==> src/rtl/regfl_mp.sv <==
// regfl_mp: multi-port flop-based register file with byte-masked write,
// two registered read ports with write bypass, bulk clear and valid bits.
module regfl_mp #(
  parameter int WIDTH    = 64,
  parameter int DEPTH    = 8,
  parameter bit ZERO_REG = 1'b0,
  localparam int AW      = $clog2(DEPTH)
) (
  input  logic                   clk,
  input  logic                   rst,
  input  logic                   clr,
  input  logic                   we,
  input  logic [AW-1:0]          wa,
  input  logic [WIDTH/8-1:0]     wbe,
  input  logic [WIDTH-1:0]       wd,
  input  logic [AW-1:0]          ra,
  input  logic [AW-1:0]          rb,
  output logic [WIDTH-1:0]       qa,
  output logic [WIDTH-1:0]       qb,
  output logic [DEPTH-1:0]       vld,
  output logic [WIDTH*DEPTH-1:0] q
);

  localparam int NB = WIDTH / 8;

  logic [WIDTH-1:0] mem [DEPTH];
  logic [DEPTH-1:0] vld_r;
  logic [WIDTH-1:0] wmerge;
  logic [WIDTH-1:0] rda;
  logic [WIDTH-1:0] rdb;
  logic             wr_en;

  // entry 0 is read-only when hardwired to zero; empty masks do nothing
  assign wr_en = we && (|wbe) && !(ZERO_REG && (wa == '0));

  // new bytes over the old contents of the addressed entry
  always_comb begin
    wmerge = mem[wa];
    for (int k = 0; k < NB; k++) begin
      if (wbe[k]) begin
        wmerge[8*k +: 8] = wd[8*k +: 8];
      end
    end
  end

  // read selection: storage, write-through bypass, forced-zero entry
  always_comb begin
    rda = mem[ra];
    rdb = mem[rb];
    if (wr_en && (wa == ra)) begin
      rda = wmerge;
    end
    if (wr_en && (wa == rb)) begin
      rdb = wmerge;
    end
    if (ZERO_REG && (ra == '0)) begin
      rda = '0;
    end
    if (ZERO_REG && (rb == '0)) begin
      rdb = '0;
    end
  end

  // storage, valid bits and read registers; rst > clr > write
  always_ff @(posedge clk or posedge rst) begin
    if (rst) begin
      for (int i = 0; i < DEPTH; i++) begin
        mem[i] <= '0;
      end
      vld_r <= '0;
      qa    <= '0;
      qb    <= '0;
    end else if (clr) begin
      for (int i = 0; i < DEPTH; i++) begin
        mem[i] <= '0;
      end
      vld_r <= '0;
      qa    <= '0;
      qb    <= '0;
    end else begin
      if (wr_en) begin
        mem[wa]   <= wmerge;
        vld_r[wa] <= 1'b1;
      end
      qa <= rda;
      qb <= rdb;
    end
  end

  assign vld = vld_r;

  for (genvar i = 0; i < DEPTH; i++) begin : g_q
    assign q[WIDTH*DEPTH-1-i*WIDTH -: WIDTH] =
      (ZERO_REG && (i == 0)) ? '0 : mem[i];
  end

endmodule

==> config.mk <==
export PLATFORM = sky130hd
export DESIGN_NAME = regfl_mp
export DESIGN_NICKNAME = d
export VERILOG_FILES = /design/src/rtl/regfl_mp.sv
export SDC_FILE = /design/constraint.sdc
export NUM_CORES = 2
export LEC_CHECK = 0
export ABC_CLOCK_PERIOD_IN_PS = 19000
export BUFFER_PORTS_ARGS = -buffer_cell sky130_fd_sc_hd__buf_4
export CAP_MARGIN = 5
export CORE_AREA = 2 2 286 288
export DETAILED_ROUTE_END_ITERATION = 16
export DIE_AREA = 0 0 288 290
export PLACE_DENSITY = 0.69
export SLEW_MARGIN = 20
export SYNTH_ARGS = -nofsm -noshare
export SYNTH_HDL_FRONTEND = slang
export SYNTH_SLANG_ARGS = --single-unit
==> constraint.sdc <==
create_clock -name clk -period 19 [get_ports clk]
set_clock_uncertainty 0.2 [all_clocks]
set_input_delay 0.95 -clock clk [delete_from_list [all_inputs] [get_ports clk]]
set_output_delay 0.95 -clock clk [all_outputs]
set_load 0.02 [all_outputs]
== After elaboration in Yosys (flattened, before gate mapping) ==
Index checks and enable logic that the tools add are counted.

* Register bits after elaboration: 648
* Input bits: 85
* Output and inout port bits: 648
* Logic and storage cells: 60

* Order comparisons: 6
* Equal/unequal tests: 2
* Mux-type cells: 30
* Bitwise logic cells: 4
* Reduce and logical (&&, ||, !) cells: 7

{| class="wikitable"
|+ Operators with widths
! kind !! count
|-
| 2-to-1 mux 512 bit || 2
|-
| 2-to-1 mux 64 bit || 11
|-
| binary-select mux 64 bit (select 3 bit) || 3
|-
| bitwise mux 512 bit || 1
|-
| demux 64 bit (select 3 bit) || 1
|-
| 2-to-1 mux 8 bit || 10
|-
| >= comparator 4 bit (second input constant) || 3
|-
| NOT 3 -> 4 bit || 3
|-
| bitwise OR 8 bit || 1
|-
| OR reduction 8 bit || 1
|-
| == test 3 bit || 2
|-
| logical AND 1 bit || 5
|-
| less-than comparator 3 x 4 -> 1 bit (second input constant) || 1
|-
| less-than comparator 4 x 1 -> 1 bit (second input constant) || 1
|-
| demux 1 bit (select 3 bit) || 1
|-
| >= comparator 3 x 1 -> 1 bit (second input constant) || 1
|-
| nonzero test 2 bit || 1
|-
| 2-to-1 mux 1 bit || 1
|}

== Longest topological paths before layout ==
* Depth in word-level cells: 8
* Gate-level depth with buffers: 10
* Gate-level depth less buffers: 5

== Least setup slack after synthesis ==
No wires, ideal clock.

* Path kind: input -> register
* From: in wa[0]
* To: reg mem, in the netlist q[51]
* Arrival time: 2.530 ns
* Slack: 16.149 ns
* Cell stages on the path: 8
* Path buffers: 4
* Cells stage by stage: buf_2 buf_4 buf_4 clkbuf_1 a221o_1 a221oi_1 a21oi_2 a22o_1

* Cells in the longest elaborated chain, start to end: 8

{| class="wikitable"
|+ RTL lines
! item !! RTL line !! text
|-
| start, declared || 13 || <nowiki>input logic [AW-1:0] wa,</nowiki>
|-
| NOT 3 -> 4 bit (not written as such) * || 38, 82 ||
|-
| >= comparator 4 bit (not written as such), or another cell as far along || 82 || <nowiki>mem[wa] <= wmerge;</nowiki>
|-
| logical AND 1 bit (not written as such) / 2-to-1 mux 64 bit (equally long branches) || 82, 38 ||
|-
| 2-to-1 mux 64 bit, on equally long branches || 82, 38 ||
|-
| demux 64 bit (select 3 bit) / 2-to-1 mux 8 bit (equally long branches) || 82, 40 ||
|-
| bitwise mux 512 bit * || 82 ||
|-
| 2-to-1 mux 512 bit * || 81 || <nowiki>if (wr_en) begin</nowiki>
|-
| 2-to-1 mux 512 bit * || 73 || <nowiki>end else if (clr) begin</nowiki>
|-
| end signal, assigned by index || 82 ||
|-
| end, declared || 26 || <nowiki>logic [WIDTH-1:0] mem [DEPTH];</nowiki>
|}

Every way passes the cells marked *; elsewhere a longest branch is shown, timed or not. The select of a mux whose other input is x is not followed.
A chain may end at the register's enable or synchronous reset.

== Final worst setup path ==
* From: in wa[1]
* To: reg qa[30]

* Cells in the longest elaborated chain, start to end: 7

{| class="wikitable"
|+ RTL lines
! item !! RTL line !! text
|-
| NOT 3 -> 4 bit (not written as such) || 38 || <nowiki>wmerge = mem[wa];</nowiki>
|-
| binary-select mux 64 bit (select 3 bit) || 38 ||
|-
| 2-to-1 mux 64 bit (not written as such) (2 in series) || 38 ||
|-
| 2-to-1 mux 8 bit || 40 || <nowiki>if (wbe[k]) begin</nowiki>
|-
| 2-to-1 mux 64 bit * || 50 || <nowiki>if (wr_en && (wa == ra)) begin</nowiki>
|-
| 2-to-1 mux 64 bit * || 73 ||
|-
| end signal, assigned || 85 || <nowiki>qa <= rda;</nowiki>
|-
| end, declared || 18 || <nowiki>output logic [WIDTH-1:0] qa,</nowiki>
|}

Marked as above.

==> summary.txt <==
Drt
  – Number of DRC violations after detailed routing: 0
  – Final WL: 165 mm
  – Vias per std cell: between 7 and 8
  – Starting DRC count in detailed routing: between 4000 and 5000
  – Antenna-violating nets left: 0
  – Routed vias: about 32000
  – Wire per inst: 38.2 um
  – Pre-antenna DRT Iters: 6

GRT
  – Largest net degree at the start of global routing: between 80 and 90
  – Global routing usage summed across all routing layers: between 30 and 40%
  – Global-route wire length before repair: around 240 mm
  – Total congestion overflow after global routing: 0
  – Via count of the first global-routing pass: 31300
  – Number of antenna violations at the first check in global routing: 5

Critical path
  – Category of the most critical setup path: in2reg
  – Required time at the worst-slack endpoint: between 15 and 20 ns
  – Data arrival, critical path: just under 5 ns
  – Kind of start point of the critical path: primary input
  – CP max FO: between 50 and 60
  – Endpoint kind of the worst setup timing path: flip-flop

Timing
  – Final-layout worst hold slack: 0.181 ns
  – Fmax: between 200 and 250 MHz
  – Final count of pins violating max slew: 0
  – Relative slew slack: 17.9%
  – Post-route worst setup slack: roughly 14 ns
  – Setup repair after global routing missed its margin: no
  – Slew @ Worst Pin: roughly 1.2 ns
  – Minimum clock period after layout: 4.63 ns
  – Final sum of negative setup slack: 0 ns
  – Number of failing setup endpoints in the final timing report: 0
  – Final cycle utilization of the critical path: about a quarter
  – Fin. Hold Viols: 0

Clocking
  – Inserted Clock Buffers: 73
  – Max H-tree Level: 3
  – Maximum buffer depth of the clock tree: 3
  – Cts hold-fix bufs: 0
  – Insertion delay to the later sink of the worst-skew pair: approximately 0.63 ns
  – Number of instances resized during post-cts repair: 0
  – CTS root buf: clkbuf_16
  – Clock sink count: 648
  – CTS clk-pin slew, worst paths: around 0.060 ns
  – Clock tree from TritonCTS: yes
  – Buffers inserted during post-CTS setup optimization: 0

Run
  – # Max-Cap Violations: 0

Floorplan
  – I/O pin count: around 730
  – Die area: 83500 um2
  – Chip width: ~290 um
  – FP Rows: approximately 100
  – Starting Density: approximately 44%
  – Die height: 290 um
  – Core Region: 80200 um2

Final layout
  – Post-layout util: between 50% and 60%
  – Count of filler cells inserted in the layout: a little under 7000
  – Final #Nets: ~3300
  – Share of final-layout standard cells stronger than drive strength 1: approximately two fifths
  – Most frequent cells in the layout: buf_4, dfrtp_1, a22o_1
  – Final non-filler cell area: 43900 um2
  – Growth of design area from synthesis to finish: 23.6%
  – Final cell count without fillers: 4336
  – Most frequent standard cell in the layout excluding fill and tap cells: buf_4

Status
  – Status: finished, final reports clean

Placement
  – # placed instances: 4193
  – Buffers on Ports: around 730
  – Detailed placement HPWL: 101 mm
  – Global placer's final weighted congestion: about 0.91
  – Post-Place Setup Slack: between 10 and 15 ns
  – Area after DPL: just over 40000 um2

Synthesis
  – Synthesized net count: around 2800
  – Async SR Flop Fraction: 100%
  – Synth warnings: 0
  – Most common flop cell mapped by yosys: dfrtp_1
  – Count of unique library cells instantiated by Yosys: 52
  – Portion of the post-synthesis area used by sequential elements: roughly 46%
  – Synth Instances: 2665
  – Syn_area_per_cell: approximately 13 um2
  – Synthesized cell area: approximately 35000 um2
  – Post-synth EDFFs: 0
  – Yosys reg bits: 648

Power
  – Peak ir drop on the vdd network: roughly 0.000053 V
  – Leakage: a little over 20 nW
  – Final total power: between 3 and 4 mW
  – Power Dens Cells: around 77 nW/um2

Worst hold path
  – Class of the most critical hold timing path: in2async
-- worst paths after layout --
kind                          end  slack, ns  cells past startpoint    from
max                        qa[30]      14.37                      7   wa[1]
min                        q[315]       0.18                      2     rst
max reg2reg                q[316]      16.71                      5  q[508]
min reg2reg                vld[5]       0.33                      2  vld[5]
max in group asynchronous  q[475]      14.44                      7     rst
min in group clk           vld[5]       0.33                      2  vld[5]
-- cell families (layout without fill, tap and decap cells) --
| kind of cell | count (synthesis) | in the layout | share of synthesized area [%] |
|---|---|---|---|
| muxes | 492 | 492 | 23.1 |
| buffers and inverters | 368 | 974 | 4.94 |
| DFF | 648 | 648 | 45.7 |
| xor gates and xnor gates | 6 | 6 | 0.148 |
| AOI/OAI and AO/OA | 1000 | 1000 | 23.8 |
| and+or+nand+nor | 151 | 151 | 2.42 |
| other | 0 | 5 | 0 |
-- metal layers --
metal  up-vias  routed length (um)  share of wire, %  global-route usage (%)
met3       604               25000                15                    14.5
li1      11900                   -                 -                       -
met4         0               10400               6.3                    20.7
met5         -                   0                 0                       0
met2      2930               72100                44                    56.6
met1     16000               58000                35                    50.4
-- report_power, final --
group          total [mW]  internal (mW)  leakage (nW)  switching, mW
Sequential           1.45           1.41          8.99         0.0411
Clock                1.44          0.825          1.19          0.619
Combinational       0.491          0.156          10.0          0.335
Total                3.39           2.39          20.2          0.995
-- registers in the layout, indices dropped and copies added, names as in the netlist --
name  cells
qa       64
q       512
qb       64
vld       8
-- synth_stat cells, types with 10 or more instances --
cell       instances  share of area [%]
a22oi_1           77                1.6
a2111oi_1         10               0.28
clkbuf_1         116                1.2
a221oi_1          46                1.1
nand2_1           54               0.57
inv_1             38               0.40
buf_1             28               0.30
buf_2            146                2.1
and2_1            12               0.21
dfrtp_1          648                 46
a22o_1           488                 12
o31a_1            26               0.64
a21oi_2           24               0.59
a21oi_1           53               0.75
nand2b_1          29               0.51
mux4_2           256                 16
or3b_2            13               0.32
o21ai_0           42               0.59
mux2_2            16               0.51
nand3_1           20               0.28
a221o_1           13               0.37
mux2i_1          194                5.5
buf_4             26               0.55
o2bb2ai_1        178                4.4
buf_6             12               0.38
mux2_1            26               0.83
-- critical path, cell delays in order --
cell,delay [ns]
buf_6,0.45
buf_4,0.70
xor2_1,0.14
nor3_1,0.69
a31o_4,0.77
buf_4,0.77
o2bb2ai_1,0.21
-- cell type report --
| class | instances | area [um2] | area share [%] |
|---|---|---|---|
| Clock buffer | 101 | 2070 | 4.73 |
| Clock inverter | 34 | 320 | 0.730 |
| Tap cell | 1060 | 1330 | 3.02 |
| Sequential cell | 648 | 16200 | 37.0 |
| Multi-Input combinational cell | 1649 | 17600 | 40.2 |
| Antenna cell | 5 | 12.5 | 0.0285 |
| Inverter | 40 | 155 | 0.354 |
| Timing Repair Buffer | 799 | 6120 | 13.9 |
(Power assumes the default switching activity.)
